[config.mk]
export PLATFORM = sky130hd
export DESIGN_NAME = demux_route_seq
export DESIGN_NICKNAME = d
export VERILOG_FILES = /design/src/rtl/demux_route_seq.sv
export SDC_FILE = /design/constraint.sdc
export NUM_CORES = 1
export LEC_CHECK = 0
export ABC_AREA = 1
export CAP_MARGIN = 20
export CORE_UTILIZATION = 40
export DETAILED_ROUTE_END_ITERATION = 10
export SETUP_SLACK_MARGIN = 0.02
export SYNTH_ARGS = -nofsm -noshare
export SYNTH_HDL_FRONTEND = slang
export SYNTH_SLANG_ARGS = --single-unit
[constraint.sdc]
create_clock -name clk -period 2.5 [get_ports clk]
set_input_delay 0.25 -clock clk [delete_from_list [all_inputs] [get_ports clk]]
set_output_delay 0.25 -clock clk [all_outputs]
set_load 0.01 [all_outputs]
[src/rtl/demux_route_seq.sv]
// Break-before-make sequencer feeding a 1-to-4 demux (a, s0, s1, en).
// Optional per-channel delivery counters: define DEMUX_ROUTE_SEQ_STATS_EN.
module demux_route_seq #(
  parameter int unsigned SETUP_CYCLES = 1,
  parameter int unsigned HOLD_CYCLES  = 2,
  parameter int unsigned GUARD_CYCLES = 1,
  parameter int unsigned CNT_W        = 4,
  parameter int unsigned STAT_W       = 8
) (
  input  logic       clk,
  input  logic       rst_n,
  input  logic       in_valid,
  output logic       in_ready,
  input  logic       in_data,
  input  logic [1:0] in_dest,
  input  logic       abort,
  output logic       a,
  output logic       s0,
  output logic       s1,
  output logic       en,
  output logic       busy
`ifdef DEMUX_ROUTE_SEQ_STATS_EN
  ,
  input  logic              stat_clr,
  output logic [STAT_W-1:0] stat0,
  output logic [STAT_W-1:0] stat1,
  output logic [STAT_W-1:0] stat2,
  output logic [STAT_W-1:0] stat3
`endif
);

  if (SETUP_CYCLES < 1 || HOLD_CYCLES < 1 || STAT_W < 1 ||
      SETUP_CYCLES > 2**CNT_W || HOLD_CYCLES > 2**CNT_W ||
      GUARD_CYCLES > 2**CNT_W) begin : g_bad_param
    $error("demux_route_seq: illegal parameter combination");
  end

  typedef enum logic [1:0] {IDLE, SETUP, DRIVE, GUARD} state_t;

  localparam logic [CNT_W-1:0] SETUP_LD = CNT_W'(SETUP_CYCLES - 1);
  localparam logic [CNT_W-1:0] HOLD_LD  = CNT_W'(HOLD_CYCLES - 1);
  localparam logic [CNT_W-1:0] GUARD_LD =
    CNT_W'((GUARD_CYCLES > 0) ? GUARD_CYCLES - 1 : 0);

  state_t           state_q, state_d;
  logic [CNT_W-1:0] cnt_q, cnt_d;
  logic             idle_q, idle_d;
  logic             a_q, a_d;
  logic             s0_q, s0_d;
  logic             s1_q, s1_d;
  logic             en_q, en_d;
  logic             accept;
  logic             go_guard;

  assign in_ready = idle_q & ~abort;
  assign accept   = in_valid & in_ready;
  assign busy     = (state_q != IDLE);
  assign a        = a_q;
  assign s0       = s0_q;
  assign s1       = s1_q;
  assign en       = en_q;

  always_comb begin
    state_d  = state_q;
    cnt_d    = cnt_q;
    idle_d   = idle_q;
    a_d      = a_q;
    s0_d     = s0_q;
    s1_d     = s1_q;
    en_d     = en_q;
    go_guard = 1'b0;
    case (state_q)
      IDLE: begin
        idle_d = 1'b1;
        if (accept) begin
          a_d     = in_data;
          s0_d    = in_dest[0];
          s1_d    = in_dest[1];
          en_d    = 1'b0;
          idle_d  = 1'b0;
          state_d = SETUP;
          cnt_d   = SETUP_LD;
        end
      end
      SETUP: begin
        if (abort) begin
          go_guard = 1'b1;
        end else if (cnt_q == '0) begin
          state_d = DRIVE;
          en_d    = 1'b1;
          cnt_d   = HOLD_LD;
        end else begin
          cnt_d = cnt_q - 1'b1;
        end
      end
      DRIVE: begin
        if (abort || cnt_q == '0) begin
          en_d     = 1'b0;
          go_guard = 1'b1;
        end else begin
          cnt_d = cnt_q - 1'b1;
        end
      end
      GUARD: begin
        if (cnt_q == '0) begin
          state_d = IDLE;
          idle_d  = 1'b1;
        end else begin
          cnt_d = cnt_q - 1'b1;
        end
      end
      default: state_d = IDLE;
    endcase
    // A zero-length guard collapses straight back to IDLE on the same edge.
    if (go_guard) begin
      if (GUARD_CYCLES == 0) begin
        state_d = IDLE;
        idle_d  = 1'b1;
        cnt_d   = '0;
      end else begin
        state_d = GUARD;
        cnt_d   = GUARD_LD;
      end
    end
  end

  always_ff @(posedge clk or negedge rst_n) begin
    if (!rst_n) begin
      state_q <= IDLE;
      cnt_q   <= '0;
      idle_q  <= 1'b0;
      a_q     <= 1'b0;
      s0_q    <= 1'b0;
      s1_q    <= 1'b0;
      en_q    <= 1'b0;
    end else begin
      state_q <= state_d;
      cnt_q   <= cnt_d;
      idle_q  <= idle_d;
      a_q     <= a_d;
      s0_q    <= s0_d;
      s1_q    <= s1_d;
      en_q    <= en_d;
    end
  end

`ifdef DEMUX_ROUTE_SEQ_STATS_EN
  logic              delivered;
  logic [STAT_W-1:0] stat_q [4];
  logic [STAT_W-1:0] stat_d [4];

  assign delivered = (state_q == DRIVE) & ~abort & (cnt_q == '0);

  always_comb begin
    for (int unsigned i = 0; i < 4; i++) begin
      stat_d[i] = stat_q[i];
      if (stat_clr) begin
        stat_d[i] = '0;
      end else if (delivered && {s1_q, s0_q} == 2'(i) && stat_q[i] != '1) begin
        stat_d[i] = stat_q[i] + 1'b1;
      end
    end
  end

  always_ff @(posedge clk or negedge rst_n) begin
    if (!rst_n) begin
      for (int unsigned i = 0; i < 4; i++) stat_q[i] <= '0;
    end else begin
      for (int unsigned i = 0; i < 4; i++) stat_q[i] <= stat_d[i];
    end
  end

  assign stat0 = stat_q[0];
  assign stat1 = stat_q[1];
  assign stat2 = stat_q[2];
  assign stat3 = stat_q[3];
`endif

endmodule

==> results of run 1 <==
[power by group]
group	switching, W	total, W	internal (W)
combinational	0.000547	0.000911	0.000364
clock	0.0000509	0.000112	0.0000615
sequential	0.0000594	0.000315	0.000255
total	0.000657	0.00134	0.000681
[cell usage in the layout, fill, tap and decap left out, drive strengths merged]
| cell type | instances |
|---|---|
| nand3 | 16 |
| a21boi | 1 |
| o21ai | 3 |
| nor2 | 6 |
| nand2 | 32 |
| nand3b | 1 |
| dfrtp | 11 |
| a22oi | 1 |
| clkdlybuf4s50 | 12 |
| nand4 | 2 |
| clkbuf | 4 |
| xor2 | 1 |
| clkinv | 1 |
| inv | 14 |
| a21oi | 6 |
| o211ai | 1 |
| ha | 6 |
[final timing paths]
| path | from | to | slack [ps] |
|---|---|---|---|
| worst max-delay path | state_q[0] | busy | 560 |
| worst min-delay path | rst_n | cnt_q[1] | 320 |
| worst max register to register | state_q[1] | state_q[1] | 860 |
| worst min register to register | s1 | s1 | 480 |
| max in group asynchronous | rst_n | state_q[1] | 1860 |
| min in group clk | s1 | s1 | 480 |
[stage by stage]
stage	worst slack, ps	hold WS [ps]	utilization (%)	total power, W
6_report	560	318	51.1	0.00134
5_1_grt	432	361	51.1	0.00149
4_1_cts	533	323	51.1	0.00136
3_5_place_dp	819	463	49.8	0.00123
3_3_place_gp	849	460	49.8	0.00123
2_1_floorplan	1110	-45.6	-	0.00102
[area by class of cell]
cell class / count / share of cell area [%]
clock buffers: 4 / 2.62
inverters: 15 / 5.86
repair buffers: 12 / 12.0
multi-input cells: 76 / 48.8
flip-flops and latches: 11 / 27.4
well taps: 27 / 3.37
[cell families after synthesis]
logic type | after synthesis | share of synthesized area, %
simple gates | 57 | 37.7
flops | 11 | 32.9
buf+inv | 17 | 8.53
compound gates | 12 | 10.8
fa+ha+maj | 6 | 8.98
xor+xnor | 1 | 1.05
[registers in the layout (all words and copies together) (netlist names)]
register / flops
a: 1
cnt_q: 4
state_q: 2
s1: 1
s0: 1
idle_q: 1
en: 1
[metal layers]
layer / vias up / share of wire [%]
met5: - / 0
met4: 0 / 0.93
met3: 2 / 3.8
met2: 16 / 47
met1: 306 / 48
li1: 368 / -
[worst reg2reg max path, cell delays in order (launching register included)]
cell      delay [ps]
dfrtp_1          410
inv_1             90
ha_1             350
nand2_2          130
a21boi_2         180
nand3b_1         150
clkinv_1          80
nand2_1           60
nand3_1           70
==> out/metrics.csv, run 1 <==
metric,value,unit
io_pins,13,
netlist_area,836,sq um
cp_max_fo,8,
drt_iter0_drc,10,
multi_input_area,489,sq um
synth_edf_count,0,
endpoint_kind,primary output,
peakVddDrop,0.741,mV
h-tree-depth,1,
cts_tree,yes,
ys_seq_area_share,32.9,%
postCtsSetupBuffers,0,
routed_wl,1500,um
layout.cells.non_filler,145,
core-area,0.00196,sq mm
num_vias,692,
min_period,1940,ps
seq_area,275,sq um
antenna_found_initial,0,
finalInstanceArea,0.00100,sq mm
dp_hpwl,1260,um
critPathMaxStageDelay,540,ps
r2r_cells,8,
setup_viol,0,
cap_violations,0,
dr.pass1.iters,4,
dp.cells,141,
worst_slew_pin_slew,475,ps
synth-seq-cells,11,
place_area,977,sq um
synthToLayoutAreaGrowth,20.1,%
timing.final.max_slew_violations,0,
synth_ff_type,dfrtp_1,
slew_headroom,68.2,%
ctsHoldBuffers,0,
use_met2,26.5,%
avgViaCountPerCell,4.77,
tns,0,ps
cts_resized,0,
ys_types,27,
clkTransAtPathRegs,60,ps
syn_area_per_cell,8.04,sq um
synth_top_area_share,32.9,%
clk_path_buf_depth,2,
n_antenna_cell,0,
cts_buffers,3,
syn-instance-count,104,
busiest_layer,met2,
fmax,0.515,GHz
hold_viol_final,0,
worstHoldPathType,in2async,
fin_skew,0.456,ps
slowest_stage,clkdlybuf4s50_1,
die_w,47.7,um
grt.overflow.total,0,
rows,16,
synth_area_leader_cell,dfrtp_1,
drive_gt1_share,18.6,%
synth.most_common_cell,nand2_1,
path_cells,"inv_1, ha_1, inv_2, clkdlybuf4s50_1",
cp_num_buf_inv,3,
fin_crit_sh,77.6,%
grt_setup_unrepaired,false,
die_h,47.7,um
met3_usage,1.13,%
grt_max_degree,12,
cp_data_arrival_time,1690,ps
num-fill-cells,202,
crit_path_start_kind,flip-flop,
drtAntennaViolNets,0,
gp_congestion,0.810,
crit_type,reg2out,
groute.layer.met1.usage,22.1,%
p_per_area,1330,mW/mm^2
root_buffer,clkbuf_4,
numPortBuffers,12,
cts_sinks,11,
start_util,42.6,%
yosys_warnings,0,
status,"finished, final reports clean",
synth_async_sr_flop_share,100,%
path_depth,4,
post-route-drc-count,0,
yosys-top-cells-area,"dfrtp_1, nand2_1, ha_1",
grt.total_usage,16.2,%
cp.required,2250,ps
clk_latency,250,ps
grt_pass1_wl,2620,um
syn-num-nets,117,
final_nets,132,
wl_per_cell,10.4,um
yosys-top-cells-count,"nand2_1, nand3_1, dfrtp_1, inv_1, ha_1",
crit_family,buffers and inverters,
power.leakage,0.489,nW
grt_pass1_vias,603,
dieArea,0.00228,sq mm
No activity file was read; power rests on OpenSTA's default activity.
==> run 2: changes to the inputs <==
Clock period 2.5 ns to 2 ns, I/O delays scaled along.
==> run 2 against run 1 <==
Worst hold slack got worse by 50 ps. Cell count up 0.69%. Worst setup slack worse by 380 ps. Final area increased by 1.0%. Largest cell class unchanged.
==> out/metrics.csv, run 2 (synthesis gave the netlist of run 1 again) <==
metric,value,unit,change
status,"finished, final reports clean",,
reg2reg_slack,480,ps,-380 ps
clkTransAtPathRegs,70,ps,about the same
avgViaCountPerCell,4.83,,+1.2%
fin_skew,2.48,ps,+2.02 ps
finish.utilization,51.7,%,+0.51 points
fin_crit_sh,91.1,%,
rows,16,,unchanged
cts_resized,0,,unchanged
n_antenna_cell,0,,unchanged
synthToLayoutAreaGrowth,21.3,%,
die_h,47.7,um,unchanged
endpoint_kind,primary output,,
top_regs,"cnt_q (4), state_q (2)",,
start_util,42.6,%,unchanged
grt.overflow.total,0,,unchanged
regToRegEndpoint,state_q[1],,
dp_hpwl,1300,um,+3.8%
cp_num_buf_inv,3,,unchanged
h-tree-depth,1,,unchanged
final_nets,133,,+0.76%
peakVddDrop,0.876,mV,+18%
setup_viol,0,,unchanged
clk_path_buf_depth,2,,unchanged
power.leakage,0.492,nW,+0.71%
root_buffer,clkbuf_4,,
regMostFlops,cnt_q,,
dp_slack,376,ps,-444 ps
largest_reg_flops,4,,unchanged
r2r_cells,9,,+1
crit_path_start_kind,flip-flop,,
die_w,47.7,um,unchanged
final_cell_mix,"nand2_1, nand3_1, clkdlybuf4s50_1, inv_1, dfrtp_1",,
io_pins,13,,unchanged
cap_violations,0,,unchanged
grt_max_degree,12,,unchanged
cts_sinks,11,,unchanged
crit_family,buffers and inverters,,
ctsHoldBuffers,0,,unchanged
worst_slack,179,ps,-381 ps
worstHoldPathType,in2async,,
numPortBuffers,12,,unchanged
final_common_cell,nand2_1,,
crit_type,reg2out,,
p_per_area,1680,mW/mm^2,+26%
wl_per_cell,10.7,um,+3.0%
core-area,0.00196,sq mm,unchanged
hold_viol_final,0,,unchanged
antenna_found_initial,0,,unchanged
drt_iter0_drc,10,,unchanged
clk_latency,260,ps,about the same
grt_pass1_vias,653,,+8.3%
tns,0,ps,unchanged
post-route-drc-count,0,,unchanged
min_period,1820,ps,
path_cells,"inv_1, ha_2, inv_2, clkdlybuf4s50_1",,
cp_data_arrival_time,1620,ps,-70 ps
worst_slew_pin_slew,488,ps,+12.8 ps
cts_buffers,3,,unchanged
timing.final.max_slew_violations,0,,unchanged
cp.required,1800,ps,-450 ps
dieArea,0.00228,sq mm,unchanged
slew_headroom,67.4,%,-0.86 points
drtAntennaViolNets,0,,unchanged
grt.total_usage,17.0,%,+0.82 points
cts_tree,yes,,
slowest_stage,clkdlybuf4s50_1,,
critPathMaxStageDelay,540,ps,about the same
drive_gt1_share,20.2,%,+1.5 points
fmax,0.549,GHz,
num_vias,705,,+1.9%
cp_max_fo,8,,unchanged
grt_pass1_wl,2670,um,+1.8%
routed_wl,1560,um,+3.7%
reg2reg_from,state_q[1],,
dr.pass1.iters,4,,unchanged
gp_congestion,0.807,,-0.41%
grt_setup_unrepaired,false,,
postCtsSetupBuffers,0,,unchanged
run 2: cell types whose count changed in the layout (fill, tap and decap cells not counted), sizes merged:
cell	change
buf	+1
run 2: how the worst max path moves through the flow:
stage,start,endpoint,slack [ps],cells past startpoint
after floorplan,state_q[1],state_q[1],610,8
after global placement,state_q[0],busy,420,4
after detailed placement,state_q[0],busy,380,4
after CTS,state_q[0],busy,80,4
after global routing,state_q[0],busy,90,4
final,state_q[0],busy,180,4
run 2: power breakdown:
group,total [W],internal (W),leakage (nW),switching [W]
Combinational,0.00117,0.000474,0.341,0.000692
Sequential,0.000394,0.000319,0.136,0.0000745
Clock,0.000144,0.0000770,0.0150,0.0000669
Total,0.00170,0.000870,0.492,0.000833
run 2: cell type report:
type,instances,area (sq um)
repair buffers,13,128
multi-input cells,76,492
well taps,27,33.8
flip-flops and latches,11,275
clock buffers,4,26.3
inverters,15,58.8
fillers,214,948
run 2: metrics by stage:
| stage | area [sq um] | hold slack [ps] | total power (W) | cells |
|---|---|---|---|---|
| final | 1010 | 268 | 0.00170 | 146 |
| after global placement | 985 | 459 | 0.00155 | 142 |
| after global routing | 1010 | 306 | 0.00187 | 146 |
| after CTS | 1010 | 272 | 0.00172 | 146 |
| after detailed placement | 985 | 463 | 0.00156 | 142 |
| after floorplan | 836 | -95.6 | 0.00128 | 104 |
run 2: per-layer routing:
metal  up-vias  GRT usage (%)  part of all wire [%]
met1       316           22.2                    45
met2        21           27.3                    50
met3         2           1.13                   4.0
met5         -              0                     0
li1        366              -                     -
met4         0           10.6                  0.96
==> run 3: changes to the inputs <==
Settings changed: CORE_MARGIN set to 5.
==> run 3 against run 2 <==
Die area up 36%. Highest routed layer unchanged. Critical path depth stayed put. Core utilization decreased by 0.52 points. Sequential share of layout area did not move. Register-to-register slack barely moved. Sequential power is essentially flat. Critical path type unchanged. Worst setup slack lost 4.7 ps.
==> out/metrics.csv, run 3 (synthesis gave the netlist of run 1 again) <==
metric,value,unit,change
final_nets,133,,unchanged
worst_slew_pin_slew,488,ps,+0.726 ps
cap_violations,0,,unchanged
post-route-drc-count,0,,unchanged
timing.final.max_slew_violations,0,,unchanged
dr.pass1.iters,3,,-1
reg2reg_from,state_q[1],,
gp_congestion,0.843,,+4.5%
drtAntennaViolNets,0,,unchanged
slowest_stage,clkdlybuf4s50_1,,
fin_skew,2.37,ps,-0.106 ps
cts_buffers,3,,unchanged
peakVddDrop,1.08,mV,+24%
multi_input_area,492,sq um,unchanged
regToRegEndpoint,state_q[1],,
top_regs,"cnt_q (4), state_q (2)",,
fmax,0.548,GHz,-0.26%
crit_type,reg2out,,
finalInstanceArea,0.00101,sq mm,unchanged
clk_latency,260,ps,about the same
tns,0,ps,unchanged
dieArea,0.00310,sq mm,+36%
die_w,55.7,um,+17%
cp_max_fo,8,,unchanged
start_util,42.2,%,-0.43 points
num_vias,712,,+0.99%
grt.overflow.total,0,,unchanged
path_cells,"inv_1, ha_2, inv_2, clkdlybuf4s50_1",,
final_cell_mix,"nand2_1, nand3_1, clkdlybuf4s50_1, inv_1, dfrtp_1",,
antenna_found_initial,0,,unchanged
ctsHoldBuffers,0,,unchanged
power.leakage,0.492,nW,unchanged
routed_wl,1640,um,+5.2%
setup_viol,0,,unchanged
num-fill-cells,180,,-16%
final_common_cell,nand2_1,,
wl_per_cell,11.2,um,+5.2%
core-area,0.00198,sq mm,+1.0%
seq_area,275,sq um,unchanged
grt_pass1_wl,2900,um,+8.8%
status,"finished, final reports clean",,
h-tree-depth,1,,unchanged
drt_iter0_drc,17,,+7
fin_crit_sh,91.3,%,+0.23 points
n_antenna_cell,0,,unchanged
die_h,55.7,um,+17%
cp.required,1800,ps,about the same
place_area,985,sq um,unchanged
p_per_area,1690,mW/mm^2,+0.59%
dp.cells,142,,unchanged
clk_path_buf_depth,2,,unchanged
slew_headroom,67.3,%,about the same
rows,16,,unchanged
cp_data_arrival_time,1630,ps,about the same
reg2reg_slack,470,ps,about the same
grt_max_degree,12,,unchanged
numPortBuffers,12,,unchanged
r2r_cells,9,,unchanged
grt.total_usage,11.6,%,-5.4 points
layout.cells.non_filler,146,,unchanged
largest_reg_flops,4,,unchanged
critPathMaxStageDelay,540,ps,about the same
hold_viol_final,0,,unchanged
crit_path_start_kind,flip-flop,,
clkTransAtPathRegs,70,ps,about the same
endpoint_kind,primary output,,
root_buffer,clkbuf_4,,
regMostFlops,cnt_q,,
min_period,1830,ps,+4.67 ps
dp_hpwl,1360,um,+4.1%
cts_sinks,11,,unchanged
worstHoldPathType,in2async,,
synthToLayoutAreaGrowth,21.3,%,unchanged
io_pins,13,,unchanged
grt_setup_unrepaired,false,,
drive_gt1_share,20.2,%,unchanged
grt_pass1_vias,688,,+5.4%
cts_tree,yes,,
avgViaCountPerCell,4.88,,+0.99%
[run 3: cell counts in the layout (fill, tap and decap cells not counted)]
Identical to the previous run, type by type.
[run 3: how the worst max path moves through the flow]
| stage | startpoint | to | slack (ps) | cells after the start |
|---|---|---|---|---|
| 2_1_floorplan | state_q[1] | state_q[1] | 610 | 8 |
| 3_3_place_gp | state_q[0] | busy | 410 | 4 |
| 3_5_place_dp | state_q[0] | busy | 370 | 4 |
| 4_1_cts | state_q[0] | busy | 60 | 4 |
| 5_1_grt | state_q[0] | busy | 80 | 4 |
| 6_report | state_q[0] | busy | 170 | 4 |
[run 3: routing by layer]
metal | up-vias | global-route usage (%) | routed length, um
li1 | 369 | - | -
met1 | 330 | 14.5 | 790
met2 | 11 | 18.4 | 783
met3 | 2 | 2.78 | 52
met4 | 0 | 6.25 | 12
met5 | - | 0 | 0
[run 3: repair_timing]
action	4_1_cts	5_1_grt
setup endpoints to repair	0	1
buffers inserted	0	0
resized for setup	0	1
hold endpoints to repair	0	0
[run 3: where the power goes]
group,leakage [nW],switching [W],internal [W]
Combinational,0.341,0.000700,0.000474
Sequential,0.136,0.0000737,0.000319
Clock,0.0150,0.0000685,0.0000771
[run 3: worst max-delay path, delay by kind of cell, from the launching register on]
kind / cells / cell delay [ps]
flip-flops: 1 / 400
adder cells (fa/ha/maj): 1 / 240
buffers and inverters: 3 / 730
[run 3: stage by stage]
stage | hold slack, ps | utilization, % | setup WS, ps | power [W]
final | 265 | 51.1 | 174 | 0.00171
after CTS | 270 | 51.0 | 62.7 | 0.00173
after global placement | 458 | 49.7 | 407 | 0.00156
after global routing | 297 | 51.1 | 82.3 | 0.00188
after detailed placement | 463 | 49.7 | 366 | 0.00157
after floorplan | -95.6 | - | 611 | 0.00128
[run 3: layout make-up]
type / count / area share, %
multi-input combinational: 76 / 48.5
timing repair buffer: 13 / 12.6
inverter: 15 / 5.80
sequential: 11 / 27.2
clock buffer: 4 / 2.59
tap: 27 / 3.33
